--- src/rtl/elastic_fifo_break_dv.sv ---
// elastic_fifo_break_dv
//   Elastic FIFO that buffers the selector's result channel. Both handshake
//   outputs come from internal state only: ins_ready is derived from the
//   occupancy count and reset, and outs_valid from the occupancy count. This
//   cuts the combinational valid/ready paths through the selector's join and
//   antitoken logic. The FIFO is lossless and in-order, and it has no bypass.
//   A token therefore reaches the output one cycle after it is accepted at
//   the earliest.
//
// Parameters
//   DATA_TYPE  payload width in bits (>=1)
//   NUM_SLOTS  storage depth in entries (>=1; need not be a power of two)
//
// Ports
//   clk         in   clock; all state changes on the rising edge
//   reset       in   asynchronous, active-high reset
//   ins         in   input payload
//   ins_valid   in   input token valid
//   ins_ready   out  FIFO can accept a token this cycle
//   outs        out  head-of-queue payload (don't-care when outs_valid=0)
//   outs_valid  out  head entry present
//   outs_ready  in   consumer accepts the head entry this cycle

module elastic_fifo_break_dv #(
  parameter int DATA_TYPE = 32,
  parameter int NUM_SLOTS = 4
) (
  input  logic                 clk,
  input  logic                 reset,
  input  logic [DATA_TYPE-1:0] ins,
  input  logic                 ins_valid,
  output logic                 ins_ready,
  output logic [DATA_TYPE-1:0] outs,
  output logic                 outs_valid,
  input  logic                 outs_ready
);

  localparam int PTR_W = (NUM_SLOTS > 1) ? $clog2(NUM_SLOTS) : 1;
  localparam int CNT_W = $clog2(NUM_SLOTS + 1);

  localparam logic [PTR_W-1:0] LAST_PTR = PTR_W'(NUM_SLOTS - 1);
  localparam logic [CNT_W-1:0] FULL_CNT = CNT_W'(NUM_SLOTS);

  // Payload storage. It is not reset, because only the pointers and the
  // count decide which entries are live.
  logic [DATA_TYPE-1:0] mem_q [NUM_SLOTS];

  logic [PTR_W-1:0] rd_ptr_q, rd_ptr_d;
  logic [PTR_W-1:0] wr_ptr_q, wr_ptr_d;
  logic [CNT_W-1:0] count_q,  count_d;

  logic full;
  logic empty;
  logic push;
  logic pop;

  assign full  = (count_q == FULL_CNT);
  assign empty = (count_q == '0);

  // Reset is folded into ins_ready so that no token is accepted while reset
  // is held. The count is already 0 during reset, so outs_valid is low then.
  assign ins_ready  = !full && !reset;
  assign outs_valid = !empty;

  assign push = ins_valid  && ins_ready;
  assign pop  = outs_valid && outs_ready;

  assign outs = mem_q[rd_ptr_q];

  // Next-state logic. The pointers wrap on an explicit compare with the last
  // slot index, because the depth need not be a power of two.
  always_comb begin
    rd_ptr_d = rd_ptr_q;
    wr_ptr_d = wr_ptr_q;
    count_d  = count_q;

    if (pop) begin
      rd_ptr_d = (rd_ptr_q == LAST_PTR) ? '0 : rd_ptr_q + 1'b1;
    end
    if (push) begin
      wr_ptr_d = (wr_ptr_q == LAST_PTR) ? '0 : wr_ptr_q + 1'b1;
    end

    if (push && !pop) begin
      count_d = count_q + 1'b1;
    end else if (pop && !push) begin
      count_d = count_q - 1'b1;
    end
  end

  always_ff @(posedge clk or posedge reset) begin
    if (reset) begin
      rd_ptr_q <= '0;
      wr_ptr_q <= '0;
      count_q  <= '0;
    end else begin
      rd_ptr_q <= rd_ptr_d;
      wr_ptr_q <= wr_ptr_d;
      count_q  <= count_d;
    end
  end

  // A push can never land on the head slot while that slot is live. A push
  // needs !full, and when the FIFO is not full and not empty, wr_ptr differs
  // from rd_ptr.
  always_ff @(posedge clk) begin
    if (push) begin
      mem_q[wr_ptr_q] <= ins;
    end
  end

endmodule
--- config.mk ---
export PLATFORM = sky130hd
export DESIGN_NAME = elastic_fifo_break_dv
export DESIGN_NICKNAME = d
export VERILOG_FILES = /design/src/rtl/elastic_fifo_break_dv.sv
export SDC_FILE = /design/constraint.sdc
export NUM_CORES = 1
export LEC_CHECK = 0
export ABC_AREA = 1
export CAP_MARGIN = 20
export CORE_MARGIN = 2
export CORE_UTILIZATION = 40
export CTS_BUF_LIST = sky130_fd_sc_hd__clkbuf_8 sky130_fd_sc_hd__clkbuf_16
export DETAILED_ROUTE_END_ITERATION = 8
export GPL_ROUTABILITY_DRIVEN = 0
export PLACE_DENSITY_LB_ADDON = 0.3
export SETUP_SLACK_MARGIN = 0.1
export SYNTH_ARGS = -nofsm -noshare
export SYNTH_HDL_FRONTEND = slang
export SYNTH_SLANG_ARGS = --single-unit
--- constraint.sdc ---
create_clock -name clk -period 3.55 [get_ports clk]
set_clock_uncertainty 0.1 [all_clocks]
set_input_delay 0.355 -clock clk [delete_from_list [all_inputs] [get_ports clk]]
set_output_delay 0.355 -clock clk [all_outputs]
set_load 0.005 [all_outputs]
==> impl_metrics.csv <==
group,metric,value,unit
placed_design,place_area,0.00643,sq mm
route,drc,0,
critical_path,cp-start-kind,"flip-flop",
global_route,grt_max_degree,60,
layout,antennaDiodeCount,0,
min_path,hp-class,"primary input to asynchronous set/reset pin",
synthesis,synth-main-ff-cell,"edfxtp_1",
route,first_pass_iters,4,
clocking,ctsHoldBuffers,0,
synthesis,yosysTopAreaCell,"edfxtp_1",
synthesis,ys_ff_latch,135,
synthesis,synth_cells,432,
power,swShare,29.2,%
power,power_frac_seq,38.5,%
route,wl,9.84,mm
route,wl_per_cell,14.2,um
critical_path,cp.required,3090,ps
clocking,cts_tree,"done",
floorplan,die_w,121,um
floorplan,die_area,0.0147,sq mm
global_route,grt_pass1_vias,3162,
timing,tightest_slew,623,ps
synthesis,ys_seq_area_share,73.2,%
route,drtIter0Drc,171,
synthesis,ys.warnings.count,0,
timing,setup_viol,0,
clocking,path_clk_slew,60,ps
critical_path,path_class,"flip-flop to primary output",
power,p_leak,2.64,nW
layout,area_growth,28.0,%
floorplan,die_h,121,um
timing,tns,0,ps
timing,hold_ws,106,ps
layout,multi_input_area,0.00108,sq mm
placed_design,hpwlAfterDp,6.23,mm
synthesis,synth_area_leaders,"edfxtp_1 (70%), nand2_1 (5.5%), inv_1 (4.4%)",
synthesis,async_reset_ff_share,5.19,%
synthesis,syn-mean-instance-area,12.7,sq um
synthesis,netlist_area,0.00549,sq mm
timing,slew_violations,0,
layout,regArea,0.00402,sq mm
synthesis,synth_edf_count,128,
floorplan,boundaryPins,70,
critical_path,critPathBufInv,2,
clocking,cts_resized,0,
synthesis,synth_top_area_share,70.1,%
clocking,htreeDepth,4,
route,via_count,3248,
outcome,status,"completed",
clocking,cts_buffer_depth,2,
route,viasPerCell,4.67,
power,clock_power_share,31.0,%
clocking,cts_made_buffers,17,
critical_path,crit_path_end_kind,"primary output",
global_route,overflow,0,
power,power.density,783,mW/mm^2
synthesis,yosysUniqueCellTypes,22,
layout,stdcell_area,0.00702,sq mm
placed_design,port_buffers,69,
critical_path,cpMaxStageDelayCell,"dfrtp_4",
timing,max_freq,372,MHz
flow_run,cap_viol_max_count,0,
power,vdd_drop_max,0.506,mV
layout,finalNetCount,549,
timing,slew_headroom,58.5,%
clocking,insertion_delay,400,ps
critical_path,critPathTopFamily,"buffers and inverters",
critical_path,cp.arrival,2230,ps
global_route,track_usage,14.2,%
floorplan,placementRows,42,
critical_path,cp_cell_sequence,"buf_4 -> o211ai_1 -> nand2_1 -> clkdlybuf4s50_1",
timing,rsz0062_at_grt,"false",
critical_path,slowest_delay,630,ps
critical_path,crit_fanout,42,
floorplan,core_area,0.0133,sq mm
timing,min_period,2690,ps
global_route,antenna_found_initial,1,
floorplan,initial_core_util,41.3,%
global_route,grt_pass1_wl,15.7,mm
power,switchingPower,0.00161,W
clocking,clock-sinks,135,
power,p_comb_share,30.6,%
layout,fillers,1135,
clocking,cts_setup_buffers,0,
synthesis,synth_fp_nets,475,
clocking,root_buffer,"clkbuf_16",
layout,drive_gt1_share,10.2,%
timing,hold_viol,0,
timing,min_period_over_period,75.7,%
route,ant_nets,0,
power,p_int,0.00389,W
==> sequential cells by signal, indices dropped and copies added (netlist names) <==
| name | cells |
|---|---|
| count_q | 3 |
| wr_ptr_q | 2 |
| rd_ptr_q | 2 |
| mem_q | 128 |
==> layout make-up <==
class                   instances  share of cell area, %
flip-flops and latches        135                   57.3
multi-input cells             200                   15.3
repair buffers                 76                   11.7
clock buffers                  17                   6.06
inverters                      76                   4.22
well taps                     176                   3.14
clock inverters                15                   2.30
==> worst reg2reg max path: cells and delay by family, from the launching register on <==
kind	cells	cell delay, ps
simple gates	5	710
buf+inv	2	140
fa+ha+maj	2	630
flops	1	420
==> cell families after synthesis <==
logic type / share of synthesized area (%)
buffers and inverters: 7.69
AO/OA/AOI/OAI: 10.4
adder cells (fa/ha/maj): 1.73
XOR/XNOR: 0.160
AND/OR/NAND/NOR: 6.77
flip-flops: 73.2
==> final timing paths <==
kind	endpoint	depth (start not counted)	from	slack, ps
worst max register to register	count_q[1]	9	count_q[0]	1430
worst min-delay path	rd_ptr_q[0]	2	reset	110
max in group asynchronous	rd_ptr_q[0]	2	reset	3050
min in group clk	rd_ptr_q[1]	3	outs_ready	440
worst min register to register	count_q[0]	1	count_q[0]	440
worst max-delay path	outs[15]	4	rd_ptr_q[0]	860
==> metal layers <==
metal | part of all wire [%] | track usage [%]
met4 | 1.0 | 4.14
met5 | 0 | 0
met1 | 45 | 17.7
met2 | 50 | 23.7
met3 | 4.4 | 4.70
==> per-stage QoR <==
step | power, W | utilization, % | setup slack [ps] | instances
2_1_floorplan | 0.00303 | - | 945 | 432
3_3_place_gp | 0.00383 | 48.4 | 1090 | 663
3_5_place_dp | 0.00386 | 48.4 | 1000 | 663
4_1_cts | 0.00557 | 52.8 | 833 | 695
5_1_grt | 0.00584 | 52.8 | 690 | 695
6_report | 0.00550 | 52.8 | 862 | 695
==> cells in the final DEF (no fill, tap or decap), types with 3 or more instances in the layout <==
| cell type | netlist | layout |
|---|---|---|
| edfxtp_1 | 128 | 128 |
| nand2_1 | 81 | 81 |
| clkdlybuf4s50_1 | 0 | 69 |
| inv_1 | 65 | 65 |
| a21oi_1 | 33 | 33 |
| o211ai_1 | 32 | 32 |
| o21ai_1 | 24 | 24 |
| clkbuf_16 | 0 | 17 |
| clkinv_2 | 9 | 11 |
| o21ai_0 | 9 | 9 |
| ha_1 | 6 | 6 |
| buf_12 | 0 | 6 |
| clkinvlp_4 | 0 | 5 |
| dfrtp_1 | 7 | 5 |
| nor2_4 | 0 | 4 |
| clkinv_1 | 0 | 4 |
| nand4_1 | 3 | 3 |
| bufinv_16 | 0 | 3 |
==> cells in the mapped netlist, types with 4 or more instances <==
library cell / count
edfxtp_1: 128
ha_1: 6
clkinv_2: 9
o21ai_0: 9
o211ai_1: 32
nand2_1: 81
a21oi_1: 33
buf_4: 4
buf_2: 13
inv_1: 65
dfrtp_1: 7
nor2_1: 6
o21ai_1: 24
==> power by group through the flow <==
stage          sequential (W)  combinational, W  clock, W
2_1_floorplan         0.00204          0.000990         0
5_1_grt               0.00215           0.00189   0.00180
3_5_place_dp          0.00215           0.00171         0
4_1_cts               0.00212           0.00172   0.00174
6_report              0.00212           0.00168   0.00170
3_3_place_gp          0.00214           0.00168         0
Power figures use the tool's default switching activity.
